<file path="src/rtl/output_buffer_pkg.sv">
// Shared configuration for the systolic-array output buffer: array geometry,
// FIFO sizing and the aligned output row type.
package output_buffer_pkg;

  localparam int sys_cols       = 4;
  localparam int P_BITWIDTH     = 16;
  localparam int A_rows         = 8;
  localparam int obuf_depth     = 4;
  localparam int obuf_cnt_width = $clog2(obuf_depth + 1);

  typedef logic [sys_cols-1:0][P_BITWIDTH-1:0] out_row_t;

endpackage

</file>
<file path="src/rtl/obuf_fifo.sv">
// Generic show-ahead synchronous FIFO: the head entry is always presented on dout,
// a push that finds the FIFO full is still accepted when a pop happens in the same cycle.
module obuf_fifo #(
  parameter int WIDTH = 64,
  parameter int DEPTH = 4
) (
  input  logic                           clk,
  input  logic                           rst,
  input  logic                           clr,
  input  logic                           push,
  input  logic                           pop,
  input  logic [WIDTH-1:0]               din,
  output logic [WIDTH-1:0]               dout,
  output logic                           full,
  output logic                           empty,
  output logic [$clog2(DEPTH+1)-1:0]     count
);

  localparam int AW = $clog2(DEPTH);
  localparam int CW = $clog2(DEPTH + 1);

  logic [WIDTH-1:0] mem [DEPTH];
  logic [AW-1:0]    wr_ptr_reg;
  logic [AW-1:0]    rd_ptr_reg;
  logic [CW-1:0]    count_reg;
  logic             do_push;
  logic             do_pop;

  assign full    = (count_reg == CW'(DEPTH));
  assign empty   = (count_reg == '0);
  assign count   = count_reg;
  assign do_pop  = pop && !empty;
  assign do_push = push && (!full || do_pop);

  // Empty FIFO reads as zero so the output row is clean after reset/flush.
  assign dout = empty ? '0 : mem[rd_ptr_reg];

  always_ff @(posedge clk or posedge rst) begin
    if (rst) begin
      wr_ptr_reg <= '0;
      rd_ptr_reg <= '0;
      count_reg  <= '0;
    end else if (clr) begin
      wr_ptr_reg <= '0;
      rd_ptr_reg <= '0;
      count_reg  <= '0;
    end else begin
      if (do_push) wr_ptr_reg <= wr_ptr_reg + 1'b1;
      if (do_pop)  rd_ptr_reg <= rd_ptr_reg + 1'b1;
      case ({do_push, do_pop})
        2'b10:   count_reg <= count_reg + 1'b1;
        2'b01:   count_reg <= count_reg - 1'b1;
        default: count_reg <= count_reg;
      endcase
    end
  end

  always_ff @(posedge clk) begin
    if (do_push && !clr && !rst) mem[wr_ptr_reg] <= din;
  end

endmodule

</file>
<file path="src/rtl/output_buffer.sv">
// Deskews the systolic array's staggered output rows, queues aligned rows and drains
// them over valid/ready. Optional build macro OBUF_RELU_EN clamps negative words to 0.
module output_buffer
  import output_buffer_pkg::*;
#(
  parameter int SYS_COLS   = sys_cols,
  parameter int P_BITWIDTH = output_buffer_pkg::P_BITWIDTH,
  parameter int DEPTH      = obuf_depth,
  parameter int ROWS       = A_rows
) (
  input  logic                             clk,
  input  logic                             rst,
  input  logic                             clr,
  input  logic                             i_valid,
  input  logic [SYS_COLS*P_BITWIDTH-1:0]   of_data,
  output logic                             o_valid,
  input  logic                             o_ready,
  output logic [SYS_COLS*P_BITWIDTH-1:0]   o_data,
  output logic                             o_done,
  output logic                             overflow,
  output logic [$clog2(DEPTH+1)-1:0]       o_count
);

  localparam int W  = SYS_COLS * P_BITWIDTH;
  localparam int DW = $clog2(ROWS + 1);

  logic [SYS_COLS-2:0] vld_pipe_reg;
  logic                wr_valid;
  logic [W-1:0]        aligned_row;
  logic [W-1:0]        fifo_din;
  logic                fifo_full;
  logic                fifo_empty;
  logic                pop;
  logic                drop;
  logic                last_row;
  logic                overflow_reg;
  logic [DW-1:0]       drain_cnt_reg;

  always_ff @(posedge clk or posedge rst) begin
    if (rst) begin
      vld_pipe_reg <= '0;
    end else if (clr) begin
      vld_pipe_reg <= '0;
    end else begin
      vld_pipe_reg[0] <= i_valid;
      for (int k = 1; k < SYS_COLS - 1; k++) vld_pipe_reg[k] <= vld_pipe_reg[k-1];
    end
  end

  assign wr_valid = vld_pipe_reg[SYS_COLS-2];

  // Column c arrives c cycles late, so it is delayed by the remaining SYS_COLS-1-c cycles.
  for (genvar gi = 0; gi < SYS_COLS; gi++) begin : g_col
    localparam int NST = SYS_COLS - 1 - gi;
    if (NST == 0) begin : g_direct
      assign aligned_row[gi*P_BITWIDTH +: P_BITWIDTH] = of_data[gi*P_BITWIDTH +: P_BITWIDTH];
    end else begin : g_dly
      logic [P_BITWIDTH-1:0] dly_reg [NST];
      always_ff @(posedge clk or posedge rst) begin
        if (rst) begin
          for (int k = 0; k < NST; k++) dly_reg[k] <= '0;
        end else if (clr) begin
          for (int k = 0; k < NST; k++) dly_reg[k] <= '0;
        end else begin
          dly_reg[0] <= of_data[gi*P_BITWIDTH +: P_BITWIDTH];
          for (int k = 1; k < NST; k++) dly_reg[k] <= dly_reg[k-1];
        end
      end
      assign aligned_row[gi*P_BITWIDTH +: P_BITWIDTH] = dly_reg[NST-1];
    end
`ifdef OBUF_RELU_EN
    assign fifo_din[gi*P_BITWIDTH +: P_BITWIDTH] =
      aligned_row[gi*P_BITWIDTH + P_BITWIDTH - 1] ? '0 : aligned_row[gi*P_BITWIDTH +: P_BITWIDTH];
`endif
  end

`ifndef OBUF_RELU_EN
  assign fifo_din = aligned_row;
`endif

  obuf_fifo #(
    .WIDTH (W),
    .DEPTH (DEPTH)
  ) u_fifo (
    .clk   (clk),
    .rst   (rst),
    .clr   (clr),
    .push  (wr_valid),
    .pop   (o_ready),
    .din   (fifo_din),
    .dout  (o_data),
    .full  (fifo_full),
    .empty (fifo_empty),
    .count (o_count)
  );

  assign o_valid  = !fifo_empty;
  assign pop      = o_valid && o_ready;
  assign drop     = wr_valid && fifo_full && !pop;
  assign last_row = (drain_cnt_reg == DW'(ROWS - 1));
  assign o_done   = pop && last_row && !clr;
  assign overflow = overflow_reg;

  always_ff @(posedge clk or posedge rst) begin
    if (rst) begin
      overflow_reg  <= 1'b0;
      drain_cnt_reg <= '0;
    end else if (clr) begin
      overflow_reg  <= 1'b0;
      drain_cnt_reg <= '0;
    end else begin
      if (drop) overflow_reg <= 1'b1;
      if (pop)  drain_cnt_reg <= last_row ? '0 : drain_cnt_reg + 1'b1;
    end
  end

endmodule
</file>
<file path="config.mk">
export PLATFORM = sky130hd
export DESIGN_NAME = output_buffer
export DESIGN_NICKNAME = d
export VERILOG_FILES = /design/src/rtl/output_buffer_pkg.sv /design/src/rtl/obuf_fifo.sv /design/src/rtl/output_buffer.sv
export SDC_FILE = /design/constraint.sdc
export NUM_CORES = 1
export LEC_CHECK = 0
export CORE_MARGIN = 1
export CORE_UTILIZATION = 35
export DETAILED_ROUTE_END_ITERATION = 8
export GPL_TIMING_DRIVEN = 0
export PLACE_DENSITY = 0.64
export SLEW_MARGIN = 25
export SYNTH_ARGS = -nofsm -noshare
export SYNTH_HDL_FRONTEND = slang
export SYNTH_SLANG_ARGS = --single-unit
</file>
<file path="constraint.sdc">
create_clock -name clk -period 4 [get_ports clk]
set_input_delay 0.6 -clock clk [delete_from_list [all_inputs] [get_ports clk]]
set_output_delay 0.6 -clock clk [all_outputs]
set_load 0.01 [all_outputs]
</file>
==> flow_summary.ini, run 1 <==
[place]
dp_slack_ns = 0.436
placed_cell_area_um2 = 16100
place.gp.congestion = 0.706
hpwl_um = 17300
numPortBuffers = 138

[routing]
drt_pass1_iterations = 4
wl_um = 26500
drt-initial-drc-count = 270
num_vias = 6620
post_drt_wl_per_cell_um = 18.3
ant_nets = 0
drcViolationCount = 0
drt-vias-per-instance = 4.57

[clocking]
hold_buffers = 0
cts_buffers = 40
root_buffer = clkbuf_16
cts_tree = built
cts.sinks = 367
post_cts_buffers = 0
ctsResizeCount = 0
clk_latency_ns = 0.52
htreeDepth = 2
cts_buffer_depth = 3
cts.clk_slew.worst_paths_ns = 0.06

[worst_hold_path]
hold_class = reg -> reg

[cells_and_area]
mostFrequentLayoutCells = 256 x edfxtp_1, 138 x clkdlybuf4s50_1, 111 x dfrtp_1
diodes = 0
drive_gt1_frac = 0.176
largest_reg_flops = 256
nets = 981
fin_area_um2 = 17400
area_growth_pct = 27.9
layout_commonest_cell = edfxtp_1
fillers = 3335

[critical_path]
worstSetupPathType = reg -> out
slowest_delay_ns = 0.60
worst_ep_required_time_ns = 3.40
cp_slowest_cell = clkbuf_1
crit_top_cell = clkbuf_1
startpoint_type = flip-flop
worstPathArrival_ns = 3.02
crit_chain = or3_1 -> clkbuf_1 -> clkbuf_1 -> and2_1 -> clkdlybuf4s50_1
critPathMaxFanout = 10
end_kind = output pin

[synth]
yosys.area.top_type = edfxtp_1
syn_area_per_cell_um2 = 19.2
yosys-top-cells-area = edfxtp_1 56%, dfrtp_1 20%, mux4_2 11%
synth-edff-count = 256
ys_warn_count = 0
yosysTopAreaCellShare = 0.564
syn_nets = 785
ys_seq_area_frac = 0.768
synth_area_um2 = 13600
async_flop_share = 0.302
ys_types = 37
netlist_instances = 710
ys_ff_latch = 367
ys.flop_type = edfxtp_1

[die]
rows = 71
core_um2 = 38000
fp.dieH_um = 199
initial_core_util = 0.359
dieArea_um2 = 39700
die_w_um = 199
io-pin-count = 139

[timing]
hold_violations = 0
setup_violations = 0
timing.slew.headroom = 0.481
fin_worst_skew_ns = 0.0202
rsz0062_at_grt = no
fmax_mhz = 276
min_period_over_period = 0.905
period_needed_ns = 3.62
worst_slack_ns = 0.380
slew_violations = 0
worst_pin_slew_ns = 0.779

[global_route]
grt-ovfl-total = 0
grt.total_usage = 0.138
grt_pass1_wl_um = 40600
antenna_found_initial = 0
grt_max_degree = 93
grt_pass1_vias = 6821

[power_and_ir_drop]
peakVddDrop_v = 0.000303
p_per_area_nw_per_um2 = 476
power_leakage_nw = 6.13

[outcome]
status = finished, final reports clean

[run]
maxCapViolCount = 0
==> metrics by stage <==
| step | power (mW) | hold WS (ns) | setup TNS, ns | utilization | instances |
|---|---|---|---|---|---|
| final | 8.29 | 0.453 | 0 | 0.459 | 1449 |
| after detailed placement | 4.77 | 0.446 | 0 | 0.424 | 1375 |
| after CTS | 8.41 | 0.458 | 0 | 0.459 | 1449 |
| after floorplan | 4.49 | 0.439 | -95.58 | - | 710 |
| after global placement | 4.76 | 0.442 | -1106.29 | 0.412 | 1359 |
| after global routing | 8.59 | 0.475 | 0 | 0.459 | 1449 |
==> cells in the mapped netlist (all sizes together) (2+ instances only) <==
master / n
edfxtp: 256
dfrtp: 111
nor2b: 99
and2: 64
mux4: 64
clkbuf: 21
buf: 17
nor2: 12
inv: 11
a21oi: 7
ha: 5
o21ai: 5
nand3: 4
nand2b: 3
nand3b: 3
or4: 3
xor2: 3
a2111oi: 2
a31oi: 2
nand2: 2
o211ai: 2
o311ai: 2
==> area by class of cell <==
| type | instances | area [um^2] | area share |
|---|---|---|---|
| plain buffers | 38 | 200 | 0.0115 |
| clock buffers | 60 | 1180 | 0.0676 |
| clock inverters | 14 | 136 | 0.00782 |
| inverters | 11 | 48.8 | 0.00280 |
| multi-input cells | 294 | 2960 | 0.170 |
| flip-flops and latches | 367 | 10500 | 0.600 |
| well taps | 511 | 639 | 0.0367 |
| repair buffers | 154 | 1810 | 0.104 |
==> worst paths after layout <==
path,from,to,slack [ns],cells after the start
setup / recovery,u_fifo.count[0],o_data[32],0.38,5
hold / removal,vld_pipe_reg[1],vld_pipe_reg[2],0.45,1
setup reg to reg,u_fifo.count[1],u_fifo.mem[2][17],1.09,7
hold reg to reg,vld_pipe_reg[1],vld_pipe_reg[2],0.45,1
max in group asynchronous,rst,aligned_row[31],2.75,3
min in group asynchronous,rst,g_col[2].g_dly.dly_reg[13],0.53,2
==> power by group <==
part,switching (mW),internal [mW],total (mW),leakage [nW]
sequential,0.0279,4.12,4.14,3.78
combinational,0.242,0.290,0.533,1.70
clock,1.43,2.18,3.61,0.645
total,1.70,6.59,8.29,6.13
==> metal layers <==
metal	GRT usage	routed length, um
met1	0.183	11400
met2	0.224	12700
met3	0.0341	1840
met4	0.0385	545
met5	0	0
==> worst max-delay path, delay by kind of cell (launching register included) <==
| family | cells | cell delay, ns |
|---|---|---|
| AND/OR/NAND/NOR | 2 | 0.38 |
| buffers and inverters | 3 | 1.61 |
| flip-flops | 1 | 0.51 |
==> cell families (layout without fill, tap and decap cells) <==
logic type,after synthesis,after routing,share of synthesized area
AOI/OAI and AO/OA,24,24,0.0118
buffers and inverters,49,277,0.0177
DFF,367,367,0.768
and+or+nand+nor,195,195,0.0878
xor gates and xnor gates,4,4,0.00257
adders and majority gates,6,6,0.00606
muxes,65,65,0.106
No activity file was read; power rests on OpenSTA's default activity.
==> run 2, diff against run 1 <==
--- a/config.mk
+++ b/config.mk
@@ -5,6 +5,7 @@
 export SDC_FILE = /design/constraint.sdc
 export NUM_CORES = 1
 export LEC_CHECK = 0
+export CAP_MARGIN = 20
 export CORE_MARGIN = 1
 export CORE_UTILIZATION = 35
 export DETAILED_ROUTE_END_ITERATION = 8
@@ -13,4 +14,5 @@
 export SLEW_MARGIN = 25
 export SYNTH_ARGS = -nofsm -noshare
 export SYNTH_HDL_FRONTEND = slang
+export SYNTH_HIERARCHICAL = 1
 export SYNTH_SLANG_ARGS = --single-unit
==> run 2 against run 1 <==
Utilization fell by 1.5 points. Clock-buffer cell count shrank 3. Critical path depth grew 2. Sequential power is essentially flat. Power decreased by 4.9%. Die area grew 0.19%. Largest power group unchanged.
==> flow_summary.ini, run 2 <==
[timing]
rsz0062_at_grt = no
hold_violations = 0
slew_violations = 0
setup_tns_ns = 0
fmax_mhz = 272
fin_worst_skew_ns = 0.0145
min_period_over_period = 0.917
period_needed_ns = 3.67
setup_violations = 0
timing.slew.headroom = 0.524
worst_pin_slew_ns = 0.714

[synth]
synth_area_um2 = 13700
yosysTopAreaCellShare = 0.563
ys.flop_type = edfxtp_1
ys_warn_count = 6
synth-edff-count = 256
synth_common_cells = 256 x edfxtp_1, 111 x dfrtp_1, 68 x and2_1
yosys-top-cells-area = edfxtp_1 56%, dfrtp_1 20%, mux4_2 11%
synth_fa_ha_area_frac = 0.00605
synth_most_common_cell = edfxtp_1
netlist_instances = 703
synth_top_family_by_area = multiplexers
syn_nets = 778
yosys.area.top_type = edfxtp_1
ys_types = 38
synth-xor-area-share = 0.00385
ys_ff_latch = 367
syn_area_per_cell_um2 = 19.4
synth_mux_area_frac = 0.108
synthSimpleGateAreaFrac = 0.0902
synth_compound_area_frac = 0.00833
ys_seq_area_frac = 0.766
async_flop_share = 0.302

[clocking]
cts_buffers = 38
hold_buffers = 0
cts_tree = built
clk_latency_ns = 0.53
post_cts_buffers = 0
ctsResizeCount = 0
cts.sinks = 367
root_buffer = clkbuf_16
cts.clk_slew.worst_paths_ns = 0.06
cts_buffer_depth = 3
htreeDepth = 2

[critical_path]
startpoint_type = flip-flop
reg2regPathDepth = 8
worstPathArrival_ns = 3.07
worstSetupPathType = reg -> out
worst_ep_required_time_ns = 3.40
end_kind = output pin
critPathMaxFanout = 10

[cells_and_area]
largest_reg_flops = 256
diodes = 0
layout_commonest_cell = edfxtp_1
mostFrequentLayoutCells = 256 x edfxtp_1, 138 x clkdlybuf4s50_1, 111 x dfrtp_1
drive_gt1_frac = 0.169
fin_area_um2 = 17100
nets = 961
area_growth_pct = 25.1
fin_util = 0.443
fillers = 3441
final_cells = 1434

[outcome]
status = finished, final reports clean

[routing]
wl_um = 25900
post_drt_wl_per_cell_um = 18.1
drt-initial-drc-count = 238
drt_pass1_iterations = 6
drcViolationCount = 0
num_vias = 6470
ant_nets = 0
drt-vias-per-instance = 4.51

[global_route]
grt_pass1_wl_um = 40000
antenna_found_initial = 1
grt-ovfl-total = 0
grt.total_usage = 0.136
grt_max_degree = 56
grt_pass1_vias = 6960

[die]
core_um2 = 38600
rows = 72
io-pin-count = 139
initial_core_util = 0.354
die_w_um = 200
dieArea_um2 = 39800
fp.dieH_um = 200

[place]
hpwl_um = 16100
place_inst = 1364
placed_cell_area_um2 = 15800
place.gp.congestion = 0.724
numPortBuffers = 138

[power_and_ir_drop]
p_int_mw = 6.32
switching_power_mw = 1.56
seq_power_share = 0.525
peakVddDrop_v = 0.000304
comb_power_share = 0.034
power_leakage_nw = 6.19
p_per_area_nw_per_um2 = 461
clockPowerShare = 0.441
swShare = 0.198
total_power_mw = 7.88

[worst_hold_path]
hold_path_depth = 1
hold_class = reg -> reg

[run]
maxCapViolCount = 0
==> run 2: changes by cell type after synthesis, sizes merged, moves of 3 or more <==
cell,previous run,this run
nor2b,99,63
and2,64,68
buf,17,21
nand2,2,5
a21oi,7,3
and2b,0,36
clkbuf,21,16
nor3,0,3
nand3,4,1
o21ai,5,1
==> run 2: final timing paths <==
check,startpoint,to,slack (ns)
max,u_fifo/count[0],o_done,0.33
min,g_col[1].g_dly.dly_reg[28],aligned_row[28],0.45
max reg2reg,u_fifo/count[0],u_fifo/count[2],1.21
min reg2reg,g_col[1].g_dly.dly_reg[28],aligned_row[28],0.45
max in group asynchronous,rst,g_col[0].g_dly.dly_reg[35],2.77
min in group asynchronous,rst,u_fifo/rd_ptr_reg[0],0.51
==> run 2: power groups by stage <==
| stage | combinational, mW | sequential (mW) | clock, mW |
|---|---|---|---|
| detailed placement | 0.275 | 4.22 | 0 |
| finish | 0.266 | 4.14 | 3.48 |
| global route | 0.296 | 4.14 | 3.73 |
| global placement | 0.268 | 4.21 | 0 |
| CTS | 0.277 | 4.14 | 3.59 |
| floorplan | 0.127 | 4.21 | 0 |
==> run 2: kinds of logic after synthesis <==
logic type / count (synthesis)
buffers and inverters: 47
XOR/XNOR: 6
adder cells (fa/ha/maj): 6
AO/OA/AOI/OAI: 15
multiplexers: 67
AND/OR/NAND/NOR: 195
flip-flops: 367
==> run 2: layer usage <==
layer | share of wire | vias to the layer above | global-route usage
li1 | - | 2989 | -
met3 | 0.048 | 47 | 0.0338
met1 | 0.43 | 3314 | 0.173
met4 | 0.021 | 2 | 0.0404
met2 | 0.50 | 118 | 0.228
met5 | 0.00050 | - | 0
==> run 2: layout make-up <==
type | count | area [um^2] | area share
Buffer | 37 | 205 | 0.0120
Clock buffer | 57 | 1110 | 0.0651
Clock inverter | 13 | 139 | 0.00812
Inverter | 10 | 42.5 | 0.00249
Multi-Input combinational cell | 289 | 2960 | 0.173
Sequential cell | 367 | 10500 | 0.612
Tap cell | 518 | 648 | 0.0379
Timing Repair Buffer | 143 | 1520 | 0.0889
==> run 2: critical path, cell delays in order, from the launching register on <==
cell             delay [ns]
dfrtp_1                0.39
buf_2                  0.22
or3_4                  0.20
clkbuf_1               0.47
inv_1                  0.19
nand3b_1               0.24
nor4_1                 0.21
clkdlybuf4s50_1        0.63
==> run 2: per-stage QoR <==
stage	hold slack, ns	worst slack [ns]
final	0.454	0.330
after global routing	0.464	0.0733
after CTS	0.455	0.163
after detailed placement	0.445	0.768
after global placement	0.435	-1.45
after floorplan	0.403	0.668
==> run 3, diff against run 2 <==
--- a/config.mk
+++ b/config.mk
@@ -5,7 +5,7 @@
 export SDC_FILE = /design/constraint.sdc
 export NUM_CORES = 1
 export LEC_CHECK = 0
-export CAP_MARGIN = 20
+export CAP_MARGIN = 40
 export CORE_MARGIN = 1
 export CORE_UTILIZATION = 35
 export DETAILED_ROUTE_END_ITERATION = 8
==> results of run 3 <==
The final DEF is identical to that of run 2; final timing and power are the same.
